## src/rtl/aux_uart_tx.sv

```systemverilog
// ---------------------------------------------------------------------------
// aux_uart_tx : FIFO-buffered 8N1 UART transmitter (8E1 with AUX_UART_TX_PARITY_EN)
// Revision 1.0
// ---------------------------------------------------------------------------
`default_nettype none

module aux_uart_tx #(
   parameter int CLK_FREQUENCY = 50000000,
   parameter int BAUD_RATE     = 115200,
   parameter int FIFO_DEPTH    = 8
) (
   input  logic                          clk,
   input  logic                          reset,
   input  logic                          wr_valid,
   input  logic [7:0]                    wr_data,
   output logic                          wr_ready,
   output logic                          tx,
   output logic                          busy,
   output logic [$clog2(FIFO_DEPTH):0]   fifo_count,
   output logic                          overflow
);

   localparam int C_DIV = (CLK_FREQUENCY + BAUD_RATE / 2) / BAUD_RATE;
   localparam int C_CW  = (C_DIV > 2) ? $clog2(C_DIV) : 1;
   localparam int C_AW  = $clog2(FIFO_DEPTH);
   localparam logic [C_CW-1:0] C_LAST = C_CW'(C_DIV - 1);
   localparam logic [C_AW:0]   C_FULL = (C_AW + 1)'(FIFO_DEPTH);

   generate
      if (C_DIV < 2) begin : g_div_check
         $error("aux_uart_tx: clk cycles per bit must be at least 2");
      end
      if ((FIFO_DEPTH < 2) || ((FIFO_DEPTH & (FIFO_DEPTH - 1)) != 0)) begin : g_depth_check
         $error("aux_uart_tx: FIFO_DEPTH must be a power of two, minimum 2");
      end
   endgenerate

   typedef enum logic [2:0] {
      S_IDLE   = 3'd0,
      S_START  = 3'd1,
      S_DATA   = 3'd2,
      S_PARITY = 3'd3,
      S_STOP   = 3'd4
   } state_t;

   state_t            state_q, state_d;
   logic [C_CW-1:0]   cnt_q, cnt_d;
   logic [2:0]        bit_q, bit_d;
   logic [7:0]        shift_q, shift_d;
   logic              tx_q, tx_d;
   logic              ovf_q;
   logic [C_AW:0]     wptr_q, rptr_q;
   logic [7:0]        mem_q [FIFO_DEPTH];

   logic [C_AW:0]     count;
   logic              empty, full, push, pop, bit_end;
   logic [7:0]        head;

   assign count      = wptr_q - rptr_q;
   assign empty      = (count == '0);
   assign full       = (count == C_FULL);
   assign push       = wr_valid && !full;
   assign head       = mem_q[rptr_q[C_AW-1:0]];
   assign bit_end    = (cnt_q == C_LAST);

   assign wr_ready   = !full;
   assign fifo_count = count;
   assign overflow   = ovf_q;
   assign tx         = tx_q;
   assign busy       = (state_q != S_IDLE) || !empty;

`ifdef AUX_UART_TX_PARITY_EN
   logic par_q, par_d;
   localparam state_t C_AFTER_DATA = S_PARITY;
`else
   localparam state_t C_AFTER_DATA = S_STOP;
`endif

   always_comb begin
      state_d = state_q;
      cnt_d   = cnt_q + 1'b1;
      bit_d   = bit_q;
      shift_d = shift_q;
      pop     = 1'b0;
`ifdef AUX_UART_TX_PARITY_EN
      par_d   = par_q;
`endif
      case (state_q)
         S_IDLE: begin
            cnt_d = '0;
            if (!empty) begin
               pop     = 1'b1;
               shift_d = head;
               state_d = S_START;
            end
         end
         S_START: begin
            if (bit_end) begin
               cnt_d   = '0;
               bit_d   = 3'd0;
               state_d = S_DATA;
            end
         end
         S_DATA: begin
            if (bit_end) begin
               cnt_d   = '0;
               shift_d = {1'b0, shift_q[7:1]};
               bit_d   = bit_q + 3'd1;
               if (bit_q == 3'd7) begin
                  state_d = C_AFTER_DATA;
               end
            end
         end
`ifdef AUX_UART_TX_PARITY_EN
         S_PARITY: begin
            if (bit_end) begin
               cnt_d   = '0;
               state_d = S_STOP;
            end
         end
`endif
         S_STOP: begin
            if (bit_end) begin
               cnt_d = '0;
               // Chain straight into the next start bit when more data is queued.
               if (!empty) begin
                  pop     = 1'b1;
                  shift_d = head;
                  state_d = S_START;
               end else begin
                  state_d = S_IDLE;
               end
            end
         end
         default: begin
            cnt_d   = '0;
            state_d = S_IDLE;
         end
      endcase
`ifdef AUX_UART_TX_PARITY_EN
      if (pop) begin
         par_d = ^head;
      end
`endif
      case (state_d)
         S_START: tx_d = 1'b0;
         S_DATA:  tx_d = shift_d[0];
`ifdef AUX_UART_TX_PARITY_EN
         S_PARITY: tx_d = par_d;
`endif
         default: tx_d = 1'b1;
      endcase
   end

   always_ff @(posedge clk) begin
      if (reset) begin
         state_q <= S_IDLE;
         cnt_q   <= '0;
         bit_q   <= 3'd0;
         shift_q <= 8'd0;
         tx_q    <= 1'b1;
         ovf_q   <= 1'b0;
         wptr_q  <= '0;
         rptr_q  <= '0;
`ifdef AUX_UART_TX_PARITY_EN
         par_q   <= 1'b0;
`endif
      end else begin
         state_q <= state_d;
         cnt_q   <= cnt_d;
         bit_q   <= bit_d;
         shift_q <= shift_d;
         tx_q    <= tx_d;
         if (wr_valid && full) begin
            ovf_q <= 1'b1;
         end
         if (push) begin
            wptr_q <= wptr_q + 1'b1;
         end
         if (pop) begin
            rptr_q <= rptr_q + 1'b1;
         end
`ifdef AUX_UART_TX_PARITY_EN
         par_q   <= par_d;
`endif
      end
   end

   // Storage is not reset; cleared pointers make old contents unreachable.
   always_ff @(posedge clk) begin
      if (push) begin
         mem_q[wptr_q[C_AW-1:0]] <= wr_data;
      end
   end

endmodule

`default_nettype wire

```

## config.mk

```make
export PLATFORM = sky130hd
export DESIGN_NAME = aux_uart_tx
export DESIGN_NICKNAME = d
export VERILOG_FILES = /design/src/rtl/aux_uart_tx.sv
export SDC_FILE = /design/constraint.sdc
export NUM_CORES = 1
export LEC_CHECK = 0
export CELL_PAD_IN_SITES_DETAIL_PLACEMENT = 1
export CELL_PAD_IN_SITES_GLOBAL_PLACEMENT = 1
export CORE_MARGIN = 4
export CORE_UTILIZATION = 50
export DETAILED_ROUTE_END_ITERATION = 8
export PLACE_DENSITY = 0.84
export SLEW_MARGIN = 20
export SYNTH_ARGS = -nofsm -noshare
export SYNTH_HDL_FRONTEND = slang
export SYNTH_SLANG_ARGS = --single-unit
```

## constraint.sdc

```tcl
create_clock -name clk -period 4 [get_ports clk]
set_input_delay 0.4 -clock clk [delete_from_list [all_inputs] [get_ports clk]]
set_output_delay 0.4 -clock clk [all_outputs]
set_load 0.03 [all_outputs]
```

==> flow_metrics.tcl <==
set metrics [dict create \
    cp_cell_sequence "inv_1, ha_1, inv_1, fa_1, nor3_4, o21ai_0, buf_4, or3_1, clkdlybuf4s50_1" \
    powerDensity_mw_per_mm2 696.4 \
    io_pins 19 \
    cts.sinks 100 \
    syn2layout_area_growth_pct 12.10 \
    yosysTopAreaCell "edfxtp_1" \
    antenna_found_initial 0 \
    internal-power_mw 2.046 \
    rsz0062_at_grt "no" \
    max-vdd-ir-drop_v 0.0003331 \
    yosys.area_share.adder_pct 3.159 \
    cp.arrival_ns 3.41 \
    place_inst 415 \
    maxClockFrequency_ghz 0.2622 \
    setup_viol 0 \
    crit_slowest_cell "clkdlybuf4s50_1" \
    power.share.clock_pct 18.3 \
    synthSimpleGateAreaFrac_pct 10.22 \
    dr.first_iter.drc_count 159 \
    grt_max_degree 26 \
    grt_usage_pct 17.93 \
    htree_levels 3 \
    path_clk_slew_ns 0.10 \
    max_slew_margin_pct 35.69 \
    cap_viol_max_count 0 \
    yosysSeqAreaShare_pct 62.93 \
    path_common_cell "inv_1" \
    clock_latency_ns 0.36 \
    final.setup_skew_ns 0.01022 \
    ant_nets 0 \
    start_util_pct 51.36 \
    portBuffers 18 \
    synthTopCellsByArea "edfxtp_1 (46%), dfxtp_1 (17%), mux4_2 (8.6%), nor2_1 (3.3%), ha_1 (2.7%)" \
    drive_above_1_share_pct 17.23 \
    slew_viol_final 0 \
    finalSetupTns_ns 0 \
    cp.required_ns 3.60 \
    holdBufCountCts 0 \
    vias 2414 \
    swShare_pct 37.58 \
    netlist_instances 295 \
    p_comb_share_pct 39.1 \
    worst_pin_slew_ns 0.9617 \
    synth.top_cell.area_share_pct 45.77 \
    root_buffer "clkbuf_8" \
    avgSynthCellArea_um2 14.23 \
    die_w_um 99.64 \
    grt_first_pass_wirelength_um 13490 \
    slowest_delay_ns 0.60 \
    crit_type "reg -> out" \
    synth-seq-cells 100 \
    synth_xor_area_share_pct 3.129 \
    fin_crit_ns 3.814 \
    grt.overflow.total 0 \
    first_pass_iters 4 \
    hpwl_um 5588 \
    seqPwrFrac_pct 42.6 \
    holdCritPathClass "reg -> reg" \
    switchingPower_mw 1.232 \
    r2r_slack_ns 1.11 \
    cp-start-kind "flip-flop" \
    vias_per_cell 5.614 \
    muxShareOfSynthArea_pct 11.32 \
    crit_path_end_kind "output pin" \
    rows 33 \
    dieArea_mm2 0.009928 \
    synth_area_mm2 0.004199 \
    pre_cts_ws_ns 0.6068 \
    num_antenna_cells 0 \
    final_cells 430 \
    fp.dieH_um 99.64 \
    drc 0 \
    ys_types 49 \
    place_congestion 0.7302 \
    grt_pass1_vias 2522 \
    cts_buffers 9 \
    setup_ws_ns 0.1861 \
    hold_violations 0 \
    status "complete, no violations" \
    synth_top_family_by_area "multiplexers" \
    path_max_fanout 13 \
    yosys_warnings 0 \
    fin_crit_sh_pct 95.35 \
    core_mm2 0.008175 \
    ctsResizeCount 0 \
    syn_nets 316 \
    clk_path_buf_depth 2 \
    cts_tree "yes" \
    nNetsFinal 342 \
    p_leak_nw 1.540 \
    post_cts_buffers 0 \
    wl_per_cell_um 18.97 \
    synth_compound_area_share_pct 6.883 \
    wl_um 8159 \
]
power groups by stage:
stage	clock network, mW	registers [mW]	logic (mW)
after floorplan	0	1.35	0.965
after global placement	0	1.41	1.24
after detailed placement	0	1.43	1.28
after CTS	0.621	1.40	1.29
after global routing	0.658	1.42	1.40
final	0.599	1.40	1.28
worst max-delay path, delay by kind of cell (launching register included):
family	cells	cell delay, ns
buffers and inverters	4	1.04
DFF	1	0.49
AOI/OAI and AO/OA	1	0.16
and+or+nand+nor	2	0.66
adders and majority gates	2	0.70
area by class of cell:
| class | count | area, µm² |
|---|---|---|
| Timing Repair Buffer | 27 | 247.7 |
| Fill cell | 788 | 3468 |
| Clock buffer | 9 | 123.9 |
| Multi-Input combinational cell | 172 | 1464 |
| Clock inverter | 6 | 56.30 |
| Sequential cell | 100 | 2643 |
| Tap cell | 105 | 131.4 |
| Inverter | 11 | 41.29 |
cells in the final DEF (no fill, tap or decap), drive strengths merged, types with 2 or more instances in the layout:
cell / n
a31oi: 4
nor4b: 2
mux4: 16
inv: 14
xnor2: 10
nor3b: 2
clkdlybuf4s50: 18
o21ai: 5
nand2: 16
ha: 9
edfxtp: 64
a222oi: 2
and3: 2
a211oi: 3
o211ai: 5
xor2: 5
clkbuf: 9
a21oi: 5
buf: 9
nor3: 7
nor4: 2
clkinv: 2
a22oi: 3
mux2: 4
nor2: 37
dfxtp: 36
a311oi: 5
nand3: 7
or3: 3
nand4: 2
mux2i: 7
metrics by stage:
| stage | area [µm²] | total power [mW] | hold slack (ns) | util [%] |
|---|---|---|---|---|
| finish | 4707 | 3.278 | 0.4862 | 57.58 |
| global route | 4707 | 3.480 | 0.5074 | 57.58 |
| CTS | 4707 | 3.316 | 0.4890 | 57.58 |
| detailed placement | 4527 | 2.705 | 0.4666 | 55.37 |
| global placement | 4527 | 2.649 | 0.4556 | 55.37 |
| floorplan | 4199 | 2.314 | 0.4445 | - |
worst paths after layout:
path | depth (start not counted) | start | to
setup / recovery | 9 | wptr_q[0]$_SDFFE_PP0P_ | busy
hold / removal | 2 | overflow$_SDFFE_PP0P_ | overflow$_SDFFE_PP0P_
setup reg to reg | 8 | wptr_q[0]$_SDFFE_PP0P_ | mem_q[3][2]$_DFFE_PP_
hold reg to reg | 2 | overflow$_SDFFE_PP0P_ | overflow$_SDFFE_PP0P_
flip-flops by register name, summed over array words and instances (netlist names), named ones only:
| register | count |
|---|---|
| mem_q | 64 |
| cnt_q | 9 |
| shift_q | 8 |
| rptr_q | 4 |
| wptr_q | 4 |
| bit_q | 3 |
| state_q | 3 |
| overflow | 1 |
| tx | 1 |
cell families after synthesis:
family          after synthesis
flops                       100
simple gates                 85
compound gates               35
mux                          27
buf+inv                      23
xor+xnor                     15
fa+ha+maj                    10
synth_stat cells, drive strengths merged:
cell type,n
a211o,1
a211oi,3
a21oi,5
a222oi,2
a22oi,3
a311oi,5
a31oi,4
and2,1
and3,2
and4,1
buf,7
clkbuf,5
dfxtp,36
edfxtp,64
fa,1
ha,9
inv,11
mux2,4
mux2i,7
mux4,16
nand2,16
nand3,7
nand3b,1
nand4,2
nand4b,1
nor2,37
nor3,7
nor3b,2
nor4,2
nor4b,2
o211ai,5
o21ai,5
o22ai,1
o31ai,1
or2,1
or3,3
xnor2,10
xor2,5
routing by layer:
layer,global-route usage [%],share of wire (%)
met1,23.75,46
met2,30.32,51
met3,4.067,2.4
met4,4.097,0.65
met5,0,0
No activity file was read; power rests on OpenSTA's default activity.
